File: src/rtl/bus_arb_pkg.sv
// Shared types and constants for the round-robin bus arbiter.
// Field widths match the merged RAM/AXI bus.
package bus_arb_pkg;

    localparam int ADDR_W = 32;
    localparam int DATA_W = 32;
    localparam int BSEL_W = 4;

    localparam logic [DATA_W-1:0] DEF_ERR_DATA = 32'hDEAD_BEEF;

    typedef enum logic [1:0] {
        IDLE = 2'd0,
        BUSY = 2'd1,
        DONE = 2'd2
    } arb_state_e;

    // Command captured at grant time; the bus is driven only from this copy.
    typedef struct packed {
        logic              rd;
        logic              wr;
        logic [ADDR_W-1:0] addr;
        logic [DATA_W-1:0] data;
        logic [BSEL_W-1:0] bsel;
    } bus_cmd_t;

endpackage

File: src/rtl/bus_rr_priority_picker.sv
// Combinational round-robin pick: the first requester at or above ptr, wrapping.
// Returns the winner both one-hot and as a binary index.
module rr_priority_picker #(
    parameter int N_REQ = 3,
    parameter int IW    = $clog2(N_REQ)
) (
    input  logic [N_REQ-1:0] req,
    input  logic [IW-1:0]    ptr,
    output logic [N_REQ-1:0] win_oh,
    output logic [IW-1:0]    win_idx
);

    always_comb begin : pick
        logic found;
        int   j;
        found   = 1'b0;
        j       = 0;
        win_oh  = '0;
        win_idx = '0;
        for (int i = 0; i < N_REQ; i++) begin
            j = int'(ptr) + i;
            if (j >= N_REQ) j = j - N_REQ;
            if (!found && req[j]) begin
                found      = 1'b1;
                win_oh[j]  = 1'b1;
                win_idx    = IW'(j);
            end
        end
    end

endmodule

File: src/rtl/bus_rr_arbiter.sv
// Round-robin arbiter sharing one memory/peripheral bus between N_REQ requesters.
// One transaction in flight; a bounded timeout forces an error completion.
module bus_rr_arbiter
    import bus_arb_pkg::*;
#(
    parameter int                N_REQ          = 3,
    parameter int                TIMEOUT_CYCLES = 1024,
    parameter logic [DATA_W-1:0] ERR_DATA       = DEF_ERR_DATA
) (
    input  logic                     clk_i,
    input  logic                     rst_i,
    input  logic [N_REQ-1:0]         req_rd_i,
    input  logic [N_REQ-1:0]         req_wr_i,
    input  logic [ADDR_W*N_REQ-1:0]  req_addr_i,
    input  logic [DATA_W*N_REQ-1:0]  req_data_i,
    input  logic [BSEL_W*N_REQ-1:0]  req_byte_sel_i,
    output logic [N_REQ-1:0]         req_ready_o,
    output logic [DATA_W-1:0]        req_data_o,
    output logic                     req_err_o,
    output logic [N_REQ-1:0]         grant_o,
    output logic                     bus_rd_o,
    output logic                     bus_wr_o,
    output logic [ADDR_W-1:0]        bus_addr_o,
    output logic [DATA_W-1:0]        bus_data_o,
    output logic [BSEL_W-1:0]        bus_byte_sel_o,
    input  logic                     bus_ready_i,
    input  logic [DATA_W-1:0]        bus_data_i
);

    localparam int IW = $clog2(N_REQ);
    localparam int CW = (TIMEOUT_CYCLES > 0) ? $clog2(TIMEOUT_CYCLES + 1) : 1;

    logic [N_REQ-1:0][ADDR_W-1:0] addr_a;
    logic [N_REQ-1:0][DATA_W-1:0] data_a;
    logic [N_REQ-1:0][BSEL_W-1:0] bsel_a;

    arb_state_e        state_q, state_d;
    logic [N_REQ-1:0]  active, win_oh, grant_q;
    logic [IW-1:0]     win_idx, ptr_q;
    bus_cmd_t          hold_q;
    logic [CW-1:0]     cnt_q;
    logic [DATA_W-1:0] rdata_q;
    logic              err_q, timeout_hit, busy, done;

    assign addr_a = req_addr_i;
    assign data_a = req_data_i;
    assign bsel_a = req_byte_sel_i;
    assign active = req_rd_i | req_wr_i;

    rr_priority_picker #(.N_REQ(N_REQ), .IW(IW)) u_picker (
        .req     (active),
        .ptr     (ptr_q),
        .win_oh  (win_oh),
        .win_idx (win_idx)
    );

    generate
        if (TIMEOUT_CYCLES > 0) begin : g_timeout
            assign timeout_hit = (cnt_q == CW'(TIMEOUT_CYCLES - 1));
        end else begin : g_no_timeout
            assign timeout_hit = 1'b0;
        end
    endgenerate

    always_ff @(posedge clk_i) begin
        if (rst_i) state_q <= IDLE;
        else       state_q <= state_d;
    end

    // A bus_ready_i that lands on the timeout cycle still counts as a normal completion.
    always_comb begin
        state_d = state_q;
        unique case (state_q)
            IDLE:    if (|active) state_d = BUSY;
            BUSY:    if (bus_ready_i || timeout_hit) state_d = DONE;
            DONE:    state_d = IDLE;
            default: state_d = IDLE;
        endcase
    end

    always_ff @(posedge clk_i) begin
        if (rst_i) begin
            grant_q <= '0;
            ptr_q   <= '0;
            hold_q  <= '0;
            cnt_q   <= '0;
            rdata_q <= '0;
            err_q   <= 1'b0;
        end else begin
            unique case (state_q)
                IDLE: if (|active) begin
                    grant_q     <= win_oh;
                    ptr_q       <= (win_idx == IW'(N_REQ - 1)) ? '0 : win_idx + 1'b1;
                    hold_q.wr   <= req_wr_i[win_idx];
                    hold_q.rd   <= req_rd_i[win_idx] & ~req_wr_i[win_idx];
                    hold_q.addr <= addr_a[win_idx];
                    hold_q.data <= data_a[win_idx];
                    hold_q.bsel <= bsel_a[win_idx];
                    cnt_q       <= '0;
                end
                BUSY: begin
                    if (cnt_q != '1) cnt_q <= cnt_q + 1'b1;
                    if (bus_ready_i) begin
                        rdata_q <= bus_data_i;
                        err_q   <= 1'b0;
                    end else if (timeout_hit) begin
                        rdata_q <= ERR_DATA;
                        err_q   <= 1'b1;
                    end
                end
                DONE: begin
                    grant_q <= '0;
                    cnt_q   <= '0;
                    err_q   <= 1'b0;
                end
                default: ;
            endcase
        end
    end

    assign busy = (state_q == BUSY);
    assign done = (state_q == DONE);

    assign bus_rd_o       = busy & hold_q.rd;
    assign bus_wr_o       = busy & hold_q.wr;
    assign bus_addr_o     = busy ? hold_q.addr : '0;
    assign bus_data_o     = busy ? hold_q.data : '0;
    assign bus_byte_sel_o = busy ? hold_q.bsel : '0;

    assign req_ready_o = done ? grant_q : '0;
    assign req_err_o   = done & err_q;
    assign req_data_o  = rdata_q;
    assign grant_o     = grant_q;

endmodule
File: config.mk
export PLATFORM = sky130hd
export DESIGN_NAME = bus_rr_arbiter
export DESIGN_NICKNAME = d
export VERILOG_FILES = /design/src/rtl/bus_arb_pkg.sv /design/src/rtl/bus_rr_priority_picker.sv /design/src/rtl/bus_rr_arbiter.sv
export SDC_FILE = /design/constraint.sdc
export NUM_CORES = 1
export LEC_CHECK = 0
export BUFFER_PORTS_ARGS = -buffer_cell sky130_fd_sc_hd__clkbuf_2
export CAP_MARGIN = 20
export CORE_AREA = 2 2 138 140
export CTS_CLUSTER_SIZE = 16
export DETAILED_ROUTE_END_ITERATION = 8
export DIE_AREA = 0 0 140 142
export GPL_TIMING_DRIVEN = 0
export SETUP_SLACK_MARGIN = 0.4
export SYNTH_ARGS = -nofsm -noshare
export SYNTH_HDL_FRONTEND = slang
export SYNTH_SLANG_ARGS = --single-unit
File: constraint.sdc
create_clock -name clk_i -period 7.7 [get_ports clk_i]
set_input_delay 0.77 -clock clk_i [delete_from_list [all_inputs] [get_ports clk_i]]
set_output_delay 0.77 -clock clk_i [all_outputs]
set_load 0.03 [all_outputs]
==> flow_summary.yaml, run 1 <==
status:
  status: "finished, violations left"
  violations: "DRC"
timing:
  slew_headroom_pct: 48.9
  period_minus_slack_ns: 3.48
  max_freq_ghz: 0.287
  hold_viol_final: 0
  skew_ns: 0.00721
  drv_slew: 0
  fin_crit_sh_pct: 45.3
  setup_tns_ns: 0
  rsz0062_at_grt: "false"
  worst_slew_pin_slew_ns: 0.760
  finalHoldWorstSlack_ns: 0.469
  setup_viol: 0
clock_network:
  clk_pin_slew_ns: 0.06
  clk_latency_ns: 0.41
  numCtsBuffers: 17
  hold_buffers: 0
  clock_path_buffers: 2
  cts_resized: 0
  cts_tree: "yes"
  h-tree-depth: 4
  clock-sinks: 121
  root_buffer: "clkbuf_16"
  postCtsSetupBuffers: 0
min_path:
  holdPathEnd: "hold_q[41]$_SDFFE_PP0P_"
  hold_depth: 2
  hold_start: "hold_q[41]$_SDFFE_PP0P_"
  hp-class: "register to register"
routing:
  vias: 6341
  drt_wl_total_um: 21300
  dr.pass1.iters: 9
  avgRoutedWirePerCell_um: 16.3
  drc: 12
  vias_per_cell: 4.87
  antenna_left: 0
  drtIter0Drc: 428
setup_path:
  worst-path-buf-inv: 3
  required_ns: 6.93
  timing.rr.start: "ptr_q[0]$_SDFFE_PP0P_"
  arrival_ns: 2.71
  crit_path_max_fanout: 10
  path_common_cell: "clkbuf_1"
  r2r_setup_slack_ns: 4.55
  worstSetupStartpointType: "register"
  crit_chain: "nor2b_1 -> clkbuf_1 -> clkbuf_1 -> and2_1 -> clkbuf_2"
  cp_top_family: "buffers and inverters"
  critPathKind: "register to output pin"
  cp_slowest_cell: "clkbuf_1"
  critPathCaptureType: "output pin"
  r2r-end: "hold_q[2]$_SDFFE_PP0P_"
  max_stage_delay_ns: 0.54
  r2r_cells: 11
global_route:
  grt_start_max_net_pins: 17
  antenna_found_initial: 1
  gr-usage-all-layers_pct: 20.8
  grt_pass1_wl_um: 32000
  grt_pass1_vias: 6180
  gr-total-overflow: 0
final_layout:
  postLayoutCellArea_um2: 8620
  final_cell_mix: "clkbuf_2, dfxtp_1, a22oi_1"
  fin_nets: 1306
  syn_to_final_growth_pct: 44.2
  layout_commonest_cell: "clkbuf_2"
  drive_above_1_share_pct: 38.3
synth:
  syn_inst: 684
  yosysSeqAreaShare_pct: 40.5
  synthArstFlopShare_pct: 0
  synthAdderAreaFrac_pct: 1.05
  synth-edff-count: 0
  synthXorXnorAreaFrac_pct: 1.03
  synth_fp_nets: 934
  synth_top_family_by_area: "compound AO/OA/AOI/OAI gates"
  synth_cell_type_count: 51
  ys_seq_elements: 121
  synth_area_um2: 5970
  synth_flop_cell: "dfxtp_1"
  synth_compound_area_share_pct: 20.8
  yosysWarnings: 0
  syn_avg_cell_area_um2: 8.73
  synth_mux_area_share_pct: 11.6
  yosys.area_share.simple_pct: 20.2
floorplan:
  core_um2: 18500
  die-area_um2: 19900
  start_util_pct: 32.4
  rows: 50
  dieHeight_um: 142
  die_w_um: 140
  ioPinCount: 354
pwr:
  finalPower_mw: 2.13
  leakage_nw: 4.23
  ir_drop_mv: 0.158
  power_density_nw_per_um2: 247
flow_run:
  maxCapViolCount: 0
placement:
  post-dp-hpwl_um: 16900
  port_buffers: 353
  gp_congestion: 0.896
  post_dp_cell_area_um2: 8030
## worst max path at each step
stage	start	to	slack, ns	cells after the start
4_1_cts	state_q[0]$_SDFFE_PP0P_	bus_data_o[31]	4.10	5
6_report	state_q[0]$_SDFFE_PP0P_	bus_data_o[31]	4.22	5
2_1_floorplan	req_rd_i[1]	hold_q[19]$_SDFFE_PP0P_	5.17	9
3_3_place_gp	req_rd_i[2]	hold_q[14]$_SDFFE_PP0P_	4.40	10
3_5_place_dp	req_rd_i[2]	hold_q[17]$_SDFFE_PP0P_	4.39	10
5_1_grt	state_q[0]$_SDFFE_PP0P_	bus_data_o[31]	3.96	5
## state kept, by name, summed over array words and instances (netlist names)
register    count
err_q           1
cnt_q          11
ptr_q           2
grant_o         3
state_q         2
hold_q         70
req_data_o     32
## worst register-to-register path, cell delays in order, from the launching register on
cell	delay, ns
dfxtp_1	0.38
inv_1	0.08
ha_1	0.27
clkbuf_1	0.28
inv_1	0.15
a22o_1	0.23
o2111ai_1	0.22
and2_1	0.19
buf_2	0.21
buf_2	0.39
mux2i_1	0.49
o21ai_0	0.13
## layer usage
metal	track usage [%]	part of all wire (%)
met2	36.6	50
met5	0	0
met4	8.19	2.8
met3	6.12	7.0
met1	23.8	40
## cell type report
cell class / count / area [µm²]
Fill cell: 1834 / 9840
Multi-Input combinational cell: 500 / 3260
Sequential cell: 121 / 2420
Timing Repair Buffer: 353 / 1770
Clock buffer: 20 / 457
Tap cell: 234 / 293
Buffer: 54 / 255
Clock inverter: 11 / 123
Inverter: 9 / 33.8
Antenna cell: 1 / 2.50
## cells in the mapped netlist (5+ instances only)
cell | instances | share of area (%)
dfxtp_1 | 121 | 41
a22oi_1 | 78 | 9.8
and2_1 | 76 | 8.0
nor2_1 | 76 | 4.8
o21ai_0 | 74 | 6.2
mux2i_1 | 69 | 12
clkbuf_1 | 35 | 2.2
nor3_1 | 31 | 2.6
a21oi_1 | 13 | 1.1
buf_2 | 12 | 1.0
nand2_1 | 10 | 0.63
inv_1 | 9 | 0.57
nand3_1 | 7 | 0.59
ha_1 | 5 | 1.0
nor2b_1 | 5 | 0.52
or3_1 | 5 | 0.52
xnor2_1 | 5 | 0.73
## power by group
| group | leakage (nW) | internal (mW) | switching [mW] |
|---|---|---|---|
| registers | 0.996 | 0.713 | 0.0443 |
| logic | 2.96 | 0.238 | 0.351 |
| clock network | 0.274 | 0.491 | 0.292 |
## metrics by stage
stage | setup slack [ns] | utilization [%] | instances
global route | 3.96 | 46.7 | 1303
detailed placement | 4.39 | 43.5 | 1271
CTS | 4.10 | 46.7 | 1302
finish | 4.22 | 46.7 | 1303
global placement | 4.40 | 43.5 | 1271
floorplan | 5.17 | - | 684
## cells by family after synthesis
family | after synthesis
simple gates | 230
fa+ha+maj | 5
buf+inv | 63
xor+xnor | 7
mux | 69
flops | 121
compound gates | 189
Note: power is estimated with default switching activity, not from simulation.
==> run 2: changes to the inputs <==
Settings changed: ABC_AREA set to 1, PLACE_DENSITY set to 0.66.
Clock period 7.7 ns to 3.3 ns, I/O delays scaled along.
==> run 2 against run 1 <==
Against the previous run:
- the run still ends with DRC left
- hold slack worse by 0.34 ns
- clock-buffer cell count is 1 lower
- routed wire length is 28% higher
- synthesized area is 10% higher
- power grew to 3.5 times the previous value
- register-to-register slack worse by 4.0 ns
- non-clock buffer count is 18 higher
- final area is 7.5% higher
- combinational power grew to 6.1 times the previous value
- clock power is 140% higher
==> flow_summary.yaml, run 2 <==
clock_network:
  clk_pin_slew_ns: 0.06
  hold_buffers: 0
  root_buffer: "clkbuf_16"
  clock-sinks: 121
  clock_path_buffers: 2
  clk_latency_ns: 0.42
  cts_tree: "yes"
  h-tree-depth: 4
  numCtsBuffers: 17
  postCtsSetupBuffers: 0
synth:
  synth_top_area_cell: "dfxtp_1"
  yosys-top-cells-area: "dfxtp_1, nor2_1, a21oi_1, o211ai_1, a31oi_1"
  synth_common_cells: "nor2_1, dfxtp_1, a21oi_1"
  synth_area_um2: 6590
  syn_avg_cell_area_um2: 6.93
  yosys.area_share.simple_pct: 26.5
  syn_inst: 950
  synthAdderAreaFrac_pct: 0.950
  synth_flop_cell: "dfxtp_1"
  synth_fp_nets: 1200
  synthArstFlopShare_pct: 0
  yosysSeqAreaShare_pct: 36.8
  yosys.area.top_type_share_pct: 36.8
  ys_seq_elements: 121
  synth_most_common_cell: "nor2_1"
  synthXorXnorAreaFrac_pct: 0.133
  synth_cell_type_count: 38
  synth_mux_area_share_pct: 0
  synth-edff-count: 0
  synth_compound_area_share_pct: 24.6
  synth_top_family_by_area: "simple AND/OR/NAND/NOR gates"
  yosysWarnings: 0
status:
  status: "finished, violations left"
  violations: "DRC"
final_layout:
  utilization_pct: 50.2
  final_cell_mix: "clkbuf_2, nor2_1, dfxtp_1"
  nFillCells: 1958
  fin_nets: 1572
  top_register: "hold_q"
  largest_reg_flops: 70
  drive_above_1_share_pct: 36.9
  regArea_um2: 2420
  multi_input_area_um2: 3450
  layout_commonest_cell: "clkbuf_2"
  syn_to_final_growth_pct: 40.7
  stdcell_count: 1570
  postLayoutCellArea_um2: 9270
floorplan:
  dieHeight_um: 142
  start_util_pct: 35.7
  core_um2: 18500
  ioPinCount: 354
  rows: 50
  die-area_um2: 19900
  die_w_um: 140
routing:
  dr.pass1.iters: 8
  antenna_left: 0
  drt_wl_total_um: 27300
  vias: 8032
  avgRoutedWirePerCell_um: 17.4
  drc: 25
  drtIter0Drc: 494
  vias_per_cell: 5.12
placement:
  gp_congestion: 0.866
  post_dp_cell_area_um2: 8640
  port_buffers: 353
  dp_cells: 1537
  post-dp-hpwl_um: 21000
timing:
  hold_viol_final: 0
  period_minus_slack_ns: 2.72
  setup_viol: 0
  setup_tns_ns: 0
  slew_headroom_pct: 49.6
  worst_slew_pin_slew_ns: 0.755
  rsz0062_at_grt: "false"
  fin_crit_sh_pct: 82.6
  skew_ns: 0.00913
  max_freq_ghz: 0.367
  drv_slew: 0
pwr:
  ir_drop_mv: 0.404
  power_density_nw_per_um2: 805
  leakage_nw: 4.22
  finalPower_mw: 7.45
setup_path:
  cp_slowest_cell: "dfxtp_1"
  worstSetupStartpointType: "register"
  crit_chain: "inv_1 -> ha_1 -> inv_1 -> nand2_1 -> nand2_1 -> nand2_1 -> nand2_1 -> nand4_1 -> nand2_4 -> inv_2 -> buf_4 -> buf_4 -> o211ai_1 -> a21oi_1"
  critPathCaptureType: "register"
  max_stage_delay_ns: 0.41
  arrival_ns: 3.01
  critPathKind: "register to register"
  path_common_cell: "nand2_1"
  required_ns: 3.58
  crit_path_max_fanout: 10
global_route:
  antenna_found_initial: 3
  gr-total-overflow: 0
  grt_pass1_wl_um: 40200
  grt_start_max_net_pins: 17
  grt_pass1_vias: 7331
  gr-usage-all-layers_pct: 26.2
flow_run:
  maxCapViolCount: 0
min_path:
  hp-class: "primary input to register"
-- run 2: per-layer routing --
layer  up-vias  GRT usage, %  share of wire (%)
li1       3952             -                  -
met5         -             0               0.11
met1      3641          32.4                 41
met2       366          43.8                 48
met4         4          10.2                3.1
met3        69          7.23                7.8
-- run 2: cell families (layout without fill, tap and decap cells) --
logic type	after synthesis	after routing
DFF	121	121
xor gates and xnor gates	1	1
and+or+nand+nor	378	378
AOI/OAI and AO/OA	266	266
other	0	1
adders and majority gates	5	5
buffers and inverters	179	564
-- run 2: power by group --
part	internal [mW]	switching (mW)	leakage, nW
Sequential	1.84	0.113	0.996
Clock	1.16	0.732	0.278
Combinational	1.21	2.40	2.95
-- run 2: cell type report --
type / instances / share of cell area [%]
Buffer: 72 / 3.61
Antenna cell: 1 / 0.0270
Tap cell: 234 / 3.16
Sequential cell: 121 / 26.1
Inverter: 107 / 4.33
Multi-Input combinational cell: 650 / 37.2
Clock buffer: 19 / 4.89
Clock inverter: 13 / 1.58
Timing Repair Buffer: 353 / 19.1
-- run 2: worst paths after layout --
kind	start	endpoint	slack [ns]	cells after the start
max reg2reg	ptr_q[0]$_SDFFE_PP0P_	hold_q[9]$_SDFFE_PP0P_	0.58	14
max	ptr_q[0]$_SDFFE_PP0P_	hold_q[9]$_SDFFE_PP0P_	0.58	14
min reg2reg	cnt_q[4]$_SDFFE_PP0P_	cnt_q[4]$_SDFFE_PP0P_	0.46	2
min	bus_data_i[29]	req_data_o[29]$_SDFFE_PP0P_	0.13	3
-- run 2: repair_timing --
| item | 4_1_cts | 5_1_grt |
|---|---|---|
| endpoints found under the setup margin | 28 | 71 |
| pin swaps | 0 | 1 |
| gates resized for setup | 7 | 8 |
-- run 2: per-stage QoR --
| stage | hold slack [ns] | worst slack, ns |
|---|---|---|
| after floorplan | 0.423 | 1.13 |
| after global placement | 0.437 | 0.363 |
| after detailed placement | 0.443 | 0.342 |
| after CTS | 0.117 | 0.414 |
| after global routing | 0.142 | 0.400 |
| final | 0.133 | 0.575 |
-- run 2: critical path: cells and delay by family, from the launching register on --
family                   cells  cell delay, ns
AO/OA/AOI/OAI                2            0.28
flip-flops                   1            0.41
buffers and inverters        5            0.72
AND/OR/NAND/NOR              6            0.83
adder cells (fa/ha/maj)      1            0.35
==> run 3: changes to the inputs <==
Clock period 3.3 ns to 2.51 ns, I/O delays scaled along.
==> run 3 against run 2 <==
Against the previous run:
- the run still ends with DRC left
- sequential cell count stayed put
- global-route usage is 0.99 points higher
- clock-buffer cell count is 2 higher
- via count is 3.4% higher
- hold slack worse by 0.072 ns
- sequential share of layout area is 4.1 points lower
- critical path depth is 1 higher
- power is 68% higher
- clock power is 31% higher
- utilization is 9.6 points higher
- first-iteration DRC count is 25% lower
- largest cell class unchanged
==> flow_summary.yaml, run 3 (synthesis results as in run 2) <==
status:
  status: "finished, violations left"
  violations: "DRC"
floorplan:
  die_w_um: 140
  core_um2: 18500
  ioPinCount: 354
  die-area_um2: 19900
  dieHeight_um: 142
  rows: 50
  start_util_pct: 35.7
routing:
  drc: 25
  drt_wl_total_um: 29700
  vias: 8305
  antenna_left: 0
  avgRoutedWirePerCell_um: 18.3
  met3WireLength_um: 2090
  wl_met1_um: 12000
  vias_per_cell: 5.13
  drtIter0Drc: 371
  dr.pass1.iters: 9
  wl_met2_um: 15200
  top_layer: "met4"
setup_path:
  required_ns: 2.80
  critPathCaptureType: "register"
  crit_path_max_fanout: 7
  worstSetupStartpointType: "register"
  r2r_cells: 15
  arrival_ns: 2.55
  critPathKind: "register to register"
pwr:
  leakage_nw: 4.93
  power.internal_mw: 7.42
  p_comb_share_pct: 59.5
  clkPwrFrac_pct: 19.8
  swShare_pct: 40.6
  power.net_switching_mw: 5.08
  p_seq_share_pct: 20.7
  power_density_nw_per_um2: 1130
  ir_drop_mv: 0.533
global_route:
  gr-total-overflow: 0
  grt_pass1_vias: 7566
  grt_pass1_wl_um: 42000
  gr-usage-all-layers_pct: 27.2
  antenna_found_initial: 1
  grt_start_max_net_pins: 17
placement:
  post-dp-hpwl_um: 20600
  port_buffers: 353
  preCtsSetupSlack_ns: -0.237
  gp_congestion: 0.888
timing:
  max_freq_ghz: 0.443
  setup_tns_ns: 0
  hold_viol_final: 0
  rsz0062_at_grt: "true"
  finalHoldWorstSlack_ns: 0.0611
  period_minus_slack_ns: 2.26
  worst_slew_pin_slew_ns: 0.784
  finalWorstSetupSlack_ns: 0.252
  skew_ns: 0.0158
  fin_crit_sh_pct: 89.9
  drv_slew: 0
  setup_viol: 0
  slew_headroom_pct: 47.7
clock_network:
  cts_tree: "yes"
  clock_path_buffers: 2
  h-tree-depth: 4
  hold_buffers: 0
  clk_pin_slew_ns: 0.06
  numCtsBuffers: 17
  clock-sinks: 121
  root_buffer: "clkbuf_16"
  clk_latency_ns: 0.43
min_path:
  hp-class: "primary input to register"
  hold_depth: 3
final_layout:
  nFillCells: 1708
  syn_to_final_growth_pct: 67.6
  top_register: "hold_q"
  largest_reg_flops: 70
  final_cell_mix: "clkbuf_2, nor2_1, dfxtp_1"
  fin_nets: 1623
  layout_commonest_cell: "clkbuf_2"
  drive_above_1_share_pct: 45.7
  diodes: 0
flow_run:
  maxCapViolCount: 0
[run 3: changes by cell type in the layout (fill, tap and decap cells not counted), sizes merged]
cell and change:
diode -1, bufbuf +1, buf +80, inv -2
clkbuf -29, nand2 +1
[run 3: layout make-up]
cell class,count,area (µm²),share of cell area (%)
well taps,234,293,2.65
clock inverters,11,121,1.10
flip-flops and latches,121,2430,22.0
inverters,107,422,3.82
repair buffers,403,2550,23.1
plain buffers,72,728,6.60
multi-input cells,651,4020,36.4
clock buffers,21,470,4.26
[run 3: metrics by stage]
step / std cells / util, % / area, µm² / total power, mW
6_report: 1620 / 59.8 / 11000 / 12.5
5_1_grt: 1620 / 59.8 / 11000 / 13.1
4_1_cts: 1600 / 55.0 / 10200 / 11.2
3_5_place_dp: 1537 / 46.9 / 8660 / 7.28
3_3_place_gp: 1537 / 46.9 / 8660 / 7.24
2_1_floorplan: 950 / - / 6600 / 5.85
[run 3: timing repair]
item                                    4_1_cts  5_1_grt
pin swaps                                    47      105
setup buffers                                23       10
resized for setup                           165      202
gates cloned                                  8       10
endpoints found under the setup margin      155      164
[run 3: final timing paths]
kind,start,end,slack (ns)
setup / recovery,ptr_q[0]$_SDFFE_PP0P_,hold_q[33]$_SDFFE_PP0P_,0.25
hold / removal,bus_data_i[4],req_data_o[4]$_SDFFE_PP0P_,0.06
setup reg to reg,ptr_q[0]$_SDFFE_PP0P_,hold_q[33]$_SDFFE_PP0P_,0.25
hold reg to reg,cnt_q[4]$_SDFFE_PP0P_,cnt_q[4]$_SDFFE_PP0P_,0.45
[run 3: routing by layer]
layer	up-vias	global-route usage (%)
met4	0	5.53
met1	3884	32.8
met5	-	0
met2	330	49.1
met3	32	7.23
li1	4059	-
[run 3: power by group through the flow]
stage          combinational, mW  sequential, mW  clock (mW)
6_report                    7.44            2.59        2.47
5_1_grt                     7.90            2.63        2.59
4_1_cts                     6.12            2.58        2.49
3_5_place_dp                4.68            2.60           0
3_3_place_gp                4.65            2.59           0
2_1_floorplan               3.16            2.69           0
[run 3: critical path, cell delays in order (launching register included)]
cell      delay (ns)
dfxtp_4         0.39
inv_4           0.05
ha_4            0.30
inv_4           0.06
nand2_4         0.07
nand2_2         0.06
nand2_2         0.06
nand2_2         0.06
nand4_1         0.09
buf_6           0.14
buf_6           0.12
nand2_8         0.10
buf_8           0.14
or2_2           0.26
o211ai_1        0.12
a21oi_1         0.09
